<file path="config.mk">
export PLATFORM = sky130hd
export DESIGN_NAME = alu_writeback_pc
export DESIGN_NICKNAME = d
export VERILOG_FILES = /design/src/rtl/alu_writeback_pc.sv
export SDC_FILE = /design/constraint.sdc
export NUM_CORES = 1
export LEC_CHECK = 0
export ABC_AREA = 1
export CAP_MARGIN = 10
export CORE_ASPECT_RATIO = 0.8
export CORE_MARGIN = 3
export CORE_UTILIZATION = 41
export CTS_CLUSTER_SIZE = 24
export DETAILED_ROUTE_END_ITERATION = 12
export PLACE_DENSITY = 0.77
export SLEW_MARGIN = 0
export SYNTH_ARGS = -nofsm -noshare
export SYNTH_HDL_FRONTEND = slang
export SYNTH_SLANG_ARGS = --single-unit
export TNS_END_PERCENT = 5
</file>
<file path="constraint.sdc">
create_clock -name clk -period 1.35 [get_ports clk]
set_clock_uncertainty 0.2 [all_clocks]
set_input_delay 0.3375 -clock clk [delete_from_list [all_inputs] [get_ports clk]]
set_output_delay 0.3375 -clock clk [all_outputs]
set_load 0.05 [all_outputs]
</file>
<file path="src/rtl/alu_writeback_pc.sv">
// Writeback stage of a Hack-style CPU: commits A/D registers, steers the PC and
// launches a handshaked memory write. Optional retire counter via `RETIRE_COUNTER_EN`.
module alu_writeback_pc (
    input  logic        clk,
    input  logic        reset,
    input  logic        in_valid,
    output logic        in_ready,
    input  logic        is_imm,
    input  logic [14:0] imm,
    input  logic [15:0] alu_out,
    input  logic        alu_zr,
    input  logic        alu_ng,
    input  logic [2:0]  dest,
    input  logic [2:0]  jmp,
    output logic [15:0] a_reg,
    output logic [15:0] d_reg,
    output logic [15:0] pc,
    output logic        mem_wr,
    output logic [15:0] mem_addr,
    output logic [15:0] mem_wdata,
    input  logic        mem_ack
`ifdef RETIRE_COUNTER_EN
    ,
    output logic [15:0] retired
`endif
);

    typedef enum logic [0:0] {
        S_IDLE    = 1'b0,
        S_MEMWAIT = 1'b1
    } state_t;

    state_t      state_q, state_d;
    logic [15:0] a_q, a_d;
    logic [15:0] d_q, d_d;
    logic [15:0] pc_q, pc_d;
    logic        wr_q, wr_d;
    logic [15:0] addr_q, addr_d;
    logic [15:0] wdata_q, wdata_d;
    logic        jump_s;
`ifdef RETIRE_COUNTER_EN
    logic [15:0] retired_q, retired_d;
`endif

    // Jump condition decode from ALU flags
    always_comb begin
        jump_s = (jmp[2] & alu_ng) | (jmp[1] & alu_zr) | (jmp[0] & ~alu_ng & ~alu_zr);
    end

    // Next-state logic: instruction commit in IDLE, write handshake in MEMWAIT
    always_comb begin
        state_d = state_q;
        a_d     = a_q;
        d_d     = d_q;
        pc_d    = pc_q;
        wr_d    = wr_q;
        addr_d  = addr_q;
        wdata_d = wdata_q;
`ifdef RETIRE_COUNTER_EN
        retired_d = retired_q;
`endif
        case (state_q)
            S_IDLE: begin
                if (in_valid) begin
                    if (is_imm) begin
                        a_d  = {1'b0, imm};
                        pc_d = pc_q + 16'd1;
`ifdef RETIRE_COUNTER_EN
                        retired_d = retired_q + 16'd1;
`endif
                    end else begin
                        // PC and memory address both use the A value from before this edge
                        if (dest[2]) begin
                            a_d = alu_out;
                        end else begin
                            a_d = a_q;
                        end
                        if (dest[1]) begin
                            d_d = alu_out;
                        end else begin
                            d_d = d_q;
                        end
                        if (dest[0]) begin
                            addr_d  = a_q;
                            wdata_d = alu_out;
                            wr_d    = 1'b1;
                            state_d = S_MEMWAIT;
                        end else begin
`ifdef RETIRE_COUNTER_EN
                            retired_d = retired_q + 16'd1;
`endif
                            state_d = S_IDLE;
                        end
                        if (jump_s) begin
                            pc_d = a_q;
                        end else begin
                            pc_d = pc_q + 16'd1;
                        end
                    end
                end else begin
                    state_d = S_IDLE;
                end
            end
            S_MEMWAIT: begin
                if (mem_ack) begin
                    wr_d    = 1'b0;
                    state_d = S_IDLE;
`ifdef RETIRE_COUNTER_EN
                    retired_d = retired_q + 16'd1;
`endif
                end else begin
                    state_d = S_MEMWAIT;
                end
            end
            default: begin
                wr_d    = 1'b0;
                state_d = S_IDLE;
            end
        endcase
    end

    // State and architectural register update with synchronous reset
    always_ff @(posedge clk) begin
        if (reset) begin
            state_q <= S_IDLE;
            a_q     <= 16'd0;
            d_q     <= 16'd0;
            pc_q    <= 16'd0;
            wr_q    <= 1'b0;
            addr_q  <= 16'd0;
            wdata_q <= 16'd0;
`ifdef RETIRE_COUNTER_EN
            retired_q <= 16'd0;
`endif
        end else begin
            state_q <= state_d;
            a_q     <= a_d;
            d_q     <= d_d;
            pc_q    <= pc_d;
            wr_q    <= wr_d;
            addr_q  <= addr_d;
            wdata_q <= wdata_d;
`ifdef RETIRE_COUNTER_EN
            retired_q <= retired_d;
`endif
        end
    end

    assign in_ready  = (state_q == S_IDLE) & ~reset;
    assign a_reg     = a_q;
    assign d_reg     = d_q;
    assign pc        = pc_q;
    assign mem_wr    = wr_q;
    assign mem_addr  = addr_q;
    assign mem_wdata = wdata_q;
`ifdef RETIRE_COUNTER_EN
    assign retired   = retired_q;
`endif

endmodule

</file>
==> metrics.txt <==
DRT antenna net count=0; Multi-input gate area=1750 um^2; cts bufs inserted=9; CTS tree=yes; CP startpoint=state_q; nets=733; Clock Root Buffer=clkbuf_8; DRT Wirelength=15500 um; largest net degree at the start of global routing=32; largest family of logic cells by synthesized area=simple AND/OR/NAND/NOR gates; worst-path fanout max=7; Adder-Cell Fraction of Synth Area=0.3471%; aggregate global-route resource usage=29.55%; # DRC=0; antenna violations before repair=0; clk_lat worst skew=0.37 ns; via count=4505; Critical Path End Type=flop; Pwr per Cell Area=943.0 nW/um^2; Setup CP Type=flop to flop; Reg area=around 1800 um^2; # setup viols final=~160; Max Fclk=0.6065 GHz; mux cell area share after synthesis=0%; crit path launch type=flop; Top-Level Pins=126; worst-case clock buffer depth=2; Post-Synth Simple-Gate Area=25.13%; Synth Area in Compound Gates=18.85%; post-route minimum period=1.649 ns; initial drt markers=309; final hold vios=0; outcome=finished with violations; hold path cells=2; Max-slew headroom=71.26%; layout overhead on the synthesized area=93.13%; Avg Vias per Cell=approximately 5.6; type of the worst min-delay path=flop to flop; r2r setup slk=-0.30 ns; RSZ-0062 raised after global routing=true; final max-slew violation count=0; layout cell share with drive strength beyond 1=42.42%; number of H-tree levels=3; failing checks=setup timing; Cell Area, Synth=3605 um^2; VDD IR max=just over 700 uV; Post-Layout Cell Count=801; Synth Area in XOR/XNOR=less than 1%; synth warn=0; die width=110.8 um; initial core utilization=43.76%; port bufs=125; max cap viols=0; flop and latch count out of synthesis=82; Finished Core Util=84.52%; # rows=29; diode count=0; CTS Sinks=82; Slew @ Worst Pin=between 0.4 and 0.5 ns; Final HPWL DP=between 9000 and 10000 um; register area share after synthesis=45.54%; reg2reg path depth=8; Crit path required time=1.43 ns; grt total ovfl=0; fin crit share=122.1%; worst hold start=d_reg[7]; static leakage=0.002833 uW; vias in the first global route=4637; r2r endpoint=mem_addr[15]; Cells after Synth=511; fill cell count=408; CTS clk-pin slew, worst paths=0.10 ns; core area=between 8000 and 9000 um^2; Die Height=89.87 um; final worst setup slack=-0.2989 ns; Synth Net Count=approximately 560; hold path endpoint=d_reg[7]; TritonRoute pass-1 iters=5; wire length per cell=19.34 um; arrival time of the worst setup path=around 1.7 ns; setup_tns=-22.28 ns; reg2reg start=state_q; total die area=roughly 10000 um^2; Unique masters post-synth=24; Syn Area/Cell=7.054 um^2; RePlAce Congestion=~0.93; Placed Cells=769; global-route wire length before repair=between 20000 and 25000 um
==> cells in the final DEF, fill, tap and decap left out, types with 2 or more instances in the layout <==
| cell | Yosys | final |
|---|---|---|
| a31oi_1 | 15 | 15 |
| nor2_2 | 2 | 6 |
| clkbuf_8 | 0 | 9 |
| dlygate4sd2_1 | 0 | 3 |
| o21ai_0 | 33 | 18 |
| nor2_1 | 45 | 37 |
| dfxtp_2 | 0 | 50 |
| o21ai_1 | 29 | 41 |
| nand2_1 | 119 | 115 |
| inv_2 | 6 | 6 |
| nand4_1 | 4 | 4 |
| o21ai_2 | 0 | 3 |
| buf_6 | 2 | 23 |
| nor2_4 | 1 | 5 |
| dfxtp_4 | 0 | 32 |
| nand3_1 | 35 | 35 |
| dlymetal6s2s_1 | 0 | 2 |
| buf_12 | 0 | 89 |
| clkdlybuf4s50_1 | 0 | 38 |
| inv_6 | 0 | 2 |
| nand3b_1 | 4 | 4 |
| nand2_2 | 1 | 4 |
| clkinvlp_4 | 0 | 2 |
| buf_4 | 3 | 38 |
| a21oi_1 | 55 | 44 |
| inv_1 | 41 | 39 |
| buf_16 | 0 | 3 |
| a21oi_2 | 0 | 11 |
| nand3_4 | 0 | 2 |
==> through the flow <==
step	hold WS, ns	power [uW]	area (um^2)	worst slack (ns)
2_1_floorplan	0.2810	3623	3655	-0.1634
6_report	0.2902	6565	6962	-0.2989
4_1_cts	0.2929	6447	6797	-0.2517
5_1_grt	0.3060	6783	6962	-0.3635
3_5_place_dp	0.2966	4706	6208	-0.6454
3_3_place_gp	0.2903	4666	6208	-0.5496
==> kinds of logic (layout without fill, tap and decap cells) <==
| family | after synthesis | after routing |
|---|---|---|
| fa+ha+maj | 1 | 1 |
| buf+inv | 80 | 262 |
| flops | 82 | 82 |
| compound gates | 132 | 132 |
| xor+xnor | 2 | 2 |
| simple gates | 214 | 214 |
==> layout make-up <==
class	count	share of cell area, %
Inverter	48	2.804
Multi-Input combinational cell	349	25.14
Timing Repair Buffer	198	41.37
Clock inverter	6	0.7009
Tap cell	108	1.941
Sequential cell	82	26.20
Clock buffer	10	1.833
==> worst max-delay path: stages, from the launching register on <==
cell      delay (ns)
dfxtp_2         0.33
buf_6           0.11
nor2_4          0.21
nand3_4         0.16
clkinv_8        0.12
buf_8           0.13
buf_16          0.13
nor2_4          0.03
nor2_1          0.14
==> repair_timing <==
item | CTS | global route
hold endpoints to repair | 0 | 0
endpoints found under the setup margin | 164 | 164
buffers inserted | 12 | 3
hold buffers | 0 | 0
pin swaps | 11 | 21
cloned | 3 | 1
resized for setup | 134 | 49
==> routing by layer <==
metal  wire (um)  global-route usage (%)  up-vias
met4         385                   9.128        0
met3        1577                   11.14       41
met1        5836                   33.69     2157
met2        7695                   51.36      269
met5           0                       0        -
li1            -                       -     2038
==> where the power goes <==
group / internal (uW) / switching [uW]
Clock: 692 / 1020
Sequential: 2560 / 191
Combinational: 1000 / 1100
Total: 4250 / 2310
==> Yosys cell counts <==
cell      count  area [um^2]
xor2_1        1        8.760
xnor2_1       1        8.760
o21ai_0      33        165.2
nand3b_1      4        30.03
a21oi_1      55        275.3
inv_1        41        153.9
nand4_1       4        25.02
nand3_2       3        30.03
clkinv_1      1        3.750
nand3_1      35        175.2
o21ai_1      29        145.1
clkbuf_1     10        37.54
buf_6         2        22.52
nor2_4        1        11.26
buf_2        17        85.08
ha_1          1        12.51
nor2_2        2        12.51
nand2_1     119        446.7
nor2_1       45        168.9
a31oi_1      15        93.84
dfxtp_1      82         1642
buf_4         3        22.52
nand2_2       1        6.260
inv_2         6        22.52
==> how the worst max path moves through the flow <==
stage,cells after the start,to,slack [ns]
floorplan,11,pc[8],-0.16
global placement,7,pc[8],-0.55
detailed placement,8,mem_addr[8],-0.65
CTS,3,in_ready,-0.25
global route,8,mem_addr[15],-0.36
finish,8,mem_addr[15],-0.30
(Power assumes the default switching activity.)
